**config.mk**
```make
export PLATFORM = sky130hd
export DESIGN_NAME = md_audio_mixer
export DESIGN_NICKNAME = d
export VERILOG_FILES = /design/src/rtl/md_audio_pkg.sv /design/src/rtl/md_audio_frame_acc.sv /design/src/rtl/md_audio_mixer.sv
export SDC_FILE = /design/constraint.sdc
export NUM_CORES = 1
export LEC_CHECK = 0
export ABC_AREA = 1
export CELL_PAD_IN_SITES_DETAIL_PLACEMENT = 0
export CELL_PAD_IN_SITES_GLOBAL_PLACEMENT = 1
export CORE_AREA = 2 2 138 140
export CTS_CLUSTER_SIZE = 10
export DETAILED_ROUTE_END_ITERATION = 7
export DIE_AREA = 0 0 140 142
export GPL_ROUTABILITY_DRIVEN = 0
export HOLD_SLACK_MARGIN = 0.03
export PLACE_DENSITY = 0.9
export SLEW_MARGIN = 15
export SYNTH_ARGS = -nofsm -noshare
export SYNTH_HDL_FRONTEND = slang
export SYNTH_SLANG_ARGS = --single-unit
```
**constraint.sdc**
```tcl
create_clock -name MCLK -period 1.9 [get_ports MCLK]
set_input_delay 0.38 -clock MCLK [delete_from_list [all_inputs] [get_ports MCLK]]
set_output_delay 0.38 -clock MCLK [all_outputs]
set_load 0.05 [all_outputs]
```
**src/rtl/md_audio_pkg.sv**
```systemverilog
// Shared widths, constants and the output saturation helper for the
// Mega Drive audio mixer.
package md_audio_pkg;

  localparam int         CH_COUNT = 6;
  localparam logic [2:0] IDX_IDLE = 3'd7;
  localparam int         FM_W     = 9;
  localparam int         ACC_W    = 12;
  localparam int         MIX_W    = 18;
  localparam int         SAMPLE_W = 16;

  // Clamp an 18-bit mix value into the 16-bit PCM range.
  function automatic logic signed [SAMPLE_W-1:0] sat_sample(input logic signed [MIX_W-1:0] v);
    if (v > 18'sd32767) begin
      return 16'sh7fff;
    end else if (v < 18'sh38000) begin
      return 16'sh8000;
    end else begin
      return v[SAMPLE_W-1:0];
    end
  endfunction

endpackage

```
**src/rtl/md_audio_frame_acc.sv**
```systemverilog
// Rebuilds one stereo FM frame from the time-multiplexed YM3438 slot outputs:
// fm_clk1 edge detect, slot tracking, per-channel accumulation and frame close.
module md_audio_frame_acc
  import md_audio_pkg::*;
#(
  parameter int CH_SLOTS = CH_COUNT
) (
  input  logic                    clk,
  input  logic                    rst_n,
  input  logic                    fm_clk1,
  input  logic [2:0]              ch_idx,
  input  logic signed [FM_W-1:0]  mol,
  input  logic signed [FM_W-1:0]  mor,
  input  logic [15:0]             psg,
  input  logic [5:0]              ch_mask,
  output logic signed [ACC_W-1:0] frame_l_p0,
  output logic signed [ACC_W-1:0] frame_r_p0,
  output logic [15:0]             psg_p0,
  output logic                    vld_p0,
  output logic                    frame_err
);

  logic                    clk_q;
  logic [2:0]              last_idx;
  logic [2:0]              slot_cnt;
  logic signed [ACC_W-1:0] acc_l;
  logic signed [ACC_W-1:0] acc_r;

  logic                    fm_edge;
  logic                    slot_new;
  logic                    frame_close;
  logic                    idle_edge;
  logic [7:0]              mask_ext;
  logic signed [ACC_W-1:0] add_l;
  logic signed [ACC_W-1:0] add_r;

  always_comb begin
    fm_edge     = fm_clk1 & ~clk_q;
    slot_new    = fm_edge && (ch_idx < 3'd6) && (ch_idx != last_idx);
    // Slot 0 only closes a frame once at least one slot has been gathered.
    frame_close = slot_new && (ch_idx == 3'd0) && (slot_cnt != 3'd0);
    idle_edge   = fm_edge && (ch_idx >= 3'd6);
    mask_ext    = {2'b00, ch_mask};
    add_l       = mask_ext[ch_idx] ? ACC_W'(mol) : '0;
    add_r       = mask_ext[ch_idx] ? ACC_W'(mor) : '0;
  end

  // Stage p0: slot capture and frame close
  always_ff @(posedge clk or negedge rst_n) begin
    if (!rst_n) begin
      clk_q      <= 1'b0;
      last_idx   <= IDX_IDLE;
      slot_cnt   <= 3'd0;
      acc_l      <= '0;
      acc_r      <= '0;
      frame_l_p0 <= '0;
      frame_r_p0 <= '0;
      psg_p0     <= '0;
      vld_p0     <= 1'b0;
      frame_err  <= 1'b0;
    end else begin
      clk_q  <= fm_clk1;
      vld_p0 <= frame_close;
      if (frame_close) begin
        frame_l_p0 <= acc_l;
        frame_r_p0 <= acc_r;
        psg_p0     <= psg;
        acc_l      <= add_l;
        acc_r      <= add_r;
        slot_cnt   <= 3'd1;
        last_idx   <= ch_idx;
        if (slot_cnt != 3'(CH_SLOTS)) begin
          frame_err <= 1'b1;
        end
      end else if (slot_new) begin
        acc_l    <= acc_l + add_l;
        acc_r    <= acc_r + add_r;
        last_idx <= ch_idx;
        if (slot_cnt != 3'd7) begin
          slot_cnt <= slot_cnt + 3'd1;
        end
      end else if (idle_edge) begin
        last_idx <= IDX_IDLE;
      end
    end
  end

endmodule

```
**src/rtl/md_audio_mixer.sv**
```systemverilog
// Mixes the rebuilt FM frame with the PSG level and emits saturated 16-bit
// stereo PCM with a one-cycle valid strobe.
module md_audio_mixer #(
  parameter int FM_SHIFT  = 4,
  parameter int PSG_SHIFT = 2,
  parameter int CH_COUNT  = md_audio_pkg::CH_COUNT
) (
  input  logic               MCLK,
  input  logic               SRES,
  input  logic               fm_clk1,
  input  logic [2:0]         DAC_ch_index,
  input  logic signed [8:0]  MOL,
  input  logic signed [8:0]  MOR,
  input  logic [15:0]        PSG,
  input  logic [5:0]         ch_mask,
  input  logic               mute,
  output logic signed [15:0] sample_l,
  output logic signed [15:0] sample_r,
  output logic               sample_valid,
  output logic               frame_err
);

  import md_audio_pkg::*;

  logic signed [ACC_W-1:0] frame_l_p0;
  logic signed [ACC_W-1:0] frame_r_p0;
  logic [15:0]             psg_p0;
  logic                    vld_p0;

  logic signed [MIX_W-1:0] fm_l;
  logic signed [MIX_W-1:0] fm_r;
  logic signed [MIX_W-1:0] ps;
  logic signed [MIX_W-1:0] mix_l_p1;
  logic signed [MIX_W-1:0] mix_r_p1;
  logic                    vld_p1;

  md_audio_frame_acc #(
    .CH_SLOTS (CH_COUNT)
  ) u_frame_acc (
    .clk        (MCLK),
    .rst_n      (SRES),
    .fm_clk1    (fm_clk1),
    .ch_idx     (DAC_ch_index),
    .mol        (MOL),
    .mor        (MOR),
    .psg        (PSG),
    .ch_mask    (ch_mask),
    .frame_l_p0 (frame_l_p0),
    .frame_r_p0 (frame_r_p0),
    .psg_p0     (psg_p0),
    .vld_p0     (vld_p0),
    .frame_err  (frame_err)
  );

  always_comb begin
    fm_l = MIX_W'(frame_l_p0) <<< FM_SHIFT;
    fm_r = MIX_W'(frame_r_p0) <<< FM_SHIFT;
    ps   = $signed({2'b00, psg_p0} >> PSG_SHIFT);
  end

  // Stage p1: FM scale plus PSG mix
  always_ff @(posedge MCLK or negedge SRES) begin
    if (!SRES) begin
      mix_l_p1 <= '0;
      mix_r_p1 <= '0;
      vld_p1   <= 1'b0;
    end else begin
      vld_p1 <= vld_p0;
      if (vld_p0) begin
        mix_l_p1 <= fm_l + ps;
        mix_r_p1 <= fm_r + ps;
      end
    end
  end

  // Stage p2: saturation, mute and output strobe
  always_ff @(posedge MCLK or negedge SRES) begin
    if (!SRES) begin
      sample_l     <= '0;
      sample_r     <= '0;
      sample_valid <= 1'b0;
    end else begin
      sample_valid <= vld_p1;
      if (vld_p1) begin
        sample_l <= mute ? '0 : sat_sample(mix_l_p1);
        sample_r <= mute ? '0 : sat_sample(mix_r_p1);
      end
    end
  end

endmodule

```
==> results <==
-- repair_timing --
action	in CTS	in global routing
hold buffers	1	0
resized for setup	123	111
endpoints found under the setup margin	49	33
endpoints found under the hold margin	32	0
gates cloned	1	0
pin swaps	27	68
setup buffers	7	11
-- per-layer routing --
metal  global-route usage  vias up  share of wire
met1                0.258     3216           0.46
met5                    0        -              0
met4               0.0691        0          0.019
met3               0.0357       30          0.033
li1                     -     3509              -
met2                0.334      161           0.49
-- placed cells by master, fill, tap and decap left out, drive strengths merged, types with 16 or more instances in the layout --
master           n
ha              46
nand3           48
dlygate4sd2     16
dfrtp          132
o21ai           79
nor2            98
clkbuf          19
inv            100
a21oi           66
clkdlybuf4s50   34
buf            126
nand2          318
-- path summary, 6_finish.rpt --
path | slack, ns | startpoint | cells past startpoint | endpoint
worst max-delay path | -0.09 | DAC_ch_index[0] | 20 | u_frame_acc.acc_r[8]$_DFFE_PN0P_
worst min-delay path | 0.33 | DAC_ch_index[2] | 4 | u_frame_acc.last_idx[2]$_DFFE_PN1P_
worst max register to register | 0.06 | u_frame_acc.psg_p0[6]$_DFFE_PN0P_ | 13 | mix_r_p1[14]$_DFFE_PN0P_
min in group asynchronous | 0.43 | SRES | 2 | mix_l_p1[16]$_DFFE_PN0P_
worst min register to register | 0.40 | vld_p1$_DFF_PN0_ | 0 | sample_valid$_DFF_PN0_
max in group asynchronous | 0.86 | SRES | 3 | u_frame_acc.psg_p0[10]$_DFFE_PN0P_
-- power by group --
part	internal, mW	switching (mW)	total [mW]	leakage [nW]
clock	2.00	1.40	3.40	0.301
sequential	4.04	1.04	5.07	1.66
combinational	3.57	4.76	8.33	3.39
-- flip-flops by register name (all words and copies together), names as in the netlist, 3 cells and up --
signal                  count
mix_r_p1                   13
u_frame_acc.acc_r          12
u_frame_acc.frame_l_p0     12
u_frame_acc.psg_p0         14
sample_r                   16
u_frame_acc.last_idx        3
u_frame_acc.frame_r_p0     12
u_frame_acc.acc_l          12
mix_l_p1                   17
u_frame_acc.slot_cnt        3
sample_l                   16
-- logic make-up after synthesis --
kind of cell	share of synthesized area
compound gates	0.120
xor+xnor	0.0266
fa+ha+maj	0.0867
buf+inv	0.0650
flops	0.447
simple gates	0.255
-- cell usage after synthesis, types with 12 or more instances --
| cell | count |
|---|---|
| nand3_1 | 48 |
| ha_1 | 46 |
| o21ai_0 | 75 |
| a21oi_1 | 66 |
| inv_1 | 86 |
| nand2_1 | 316 |
| nor2_1 | 97 |
| dfrtp_1 | 132 |
| clkbuf_1 | 14 |
| buf_2 | 12 |
| xnor2_1 | 15 |
-- through the flow --
| step | power, mW | util | TNS, ns |
|---|---|---|---|
| 6_report | 16.8 | 0.582 | -0.309 |
| 2_1_floorplan | 9.64 | - | -3.50 |
| 4_1_cts | 16.0 | 0.555 | -0.0666 |
| 3_5_place_dp | 12.2 | 0.503 | -40.01 |
| 5_1_grt | 18.0 | 0.582 | -2.14 |
| 3_3_place_gp | 12.1 | 0.503 | -36.71 |
-- layout make-up --
cell class,count,area [sq um],area share
clock buffer,17,425,0.0396
clock inverter,15,184,0.0171
inverter,91,399,0.0372
multi-input combinational,724,4470,0.416
sequential,135,3380,0.315
tap,234,293,0.0273
timing repair buffer,179,1580,0.147
timing repair inverter,1,6.26,0.000582
-- tightest hold or removal path: cells and delay by family --
family | cells | cell delay [ns]
compound gates | 1 | 0.07
buf+inv | 3 | 0.29
==> impl_metrics.yaml <==
placement:
  placement.io_buffers: 78
  dpl.cell_count: 1345
  postPlaceCellArea_sq_um: 9280
  post-dp-hpwl_mm: 13.7
  post-place-ws_ns: -1.21
synthesis:
  synth_area_leader_cell: "dfrtp_1"
  ys_ff_latch: 135
  ys_top_cells_by_area: "dfrtp_1 (44%), nand2_1 (16%), ha_1 (7.6%)"
  synth.cell_area_sq_um: 7560
  synth_top_area_frac: 0.437
  synth_cells: 980
  yosysUniqueCellTypes: 35
  async_reset_ff_frac: 1.00
  syn-num-nets: 1077
  yosys_warnings: 0
  syn_avg_cell_area_sq_um: 7.72
  yosysSeqAreaShare: 0.447
  synth_edf_count: 0
  synth_top_flop_cell: "dfrtp_1"
layout:
  insertedDiodeCount: 0
  nets: 1246
  drive_gt1_frac: 0.285
  n_fill_cell: 1605
  design_area_sq_um: 10700
  final_cells: 1396
  syn_to_final_growth_pct: 42.0
timing:
  rsz0062_at_grt: "true"
  post-route-min-period_ns: 1.99
  max_slew_margin: 0.670
  drv_slew: 0
  tightest_slew_ns: 0.498
  hold_slack_ns: 0.331
  hold_viol: 0
  fin_ws_ns: -0.0920
  finalClockSkew_ns: 0.0144
  post-route-period-util: 1.05
  setup_violations: 9
  fmax_mhz: 502
clocking:
  cts_buffer_depth: 2
  clk_latency_ns: 0.43
  cts.htree.levels: 4
  numClockSinks: 135
  clk_root_buffer_cell: "clkbuf_16"
  cts_made_buffers: 17
  cts_tree: "done"
  clk_pin_slew_ns: 0.07
worst_setup_path:
  crit_chain: "buf_12, inv_8, nand2_4, nand3_2, nand2_2, nand2_2, nand2_4, inv_8, nor2_4, ha_4, inv_2, fa_2, inv_2, nand3_2, nand2_4, nand3_2, nand2_2, or2_4, nand3_2, a21oi_2"
  critPathBufInv: 5
  startpoint_type: "input pin"
  critical_path_class: "in -> reg"
  critPathRequiredTime_ns: 2.26
  crit_family: "simple AND/OR/NAND/NOR gates"
  timing.critical_path.mode_cell: "nand3_2"
  slowest_delay_ns: 0.37
  endpoint_kind: "flip-flop"
  crit_arrival_ns: 2.35
  cpMaxStageDelayCell: "fa_2"
  path_max_fanout: 6
floorplanning:
  coreArea_sq_um: 18500
  die_area_sq_um: 19900
  initial_core_util: 0.410
  dieHeight_microns: 142
  io_pins: 81
  placement_rows: 50
  die_width_microns: 140
status:
  violations: "design-rule violations, negative setup slack"
  status: "finished with violations"
routing:
  final_antenna_net_count: 0
  drc_errors: 9
  wl_per_cell_microns: 14.3
  routed_via_density: 4.95
  drt-initial-drc-count: 459
  num_vias: 6916
  finalWirelength_mm: 20.0
  drt-pass1-iter-count: 8
global_route:
  grt_first_pass_wirelength_mm: 31.8
  overflow: 0
  grt_max_degree: 40
  grt_pass1_vias: 6570
  grtUsageTotal: 0.198
  antenna_found_initial: 0
job:
  maxCapViolations: 0
power_and_ir_drop:
  irDropWorstVdd_uv: 868
  p_per_area_nw_per_um2: 1560
  power.leakage_nw: 5.36
min_path:
  hold_path.class: "in -> reg"
No activity file was read; power rests on OpenSTA's default activity.
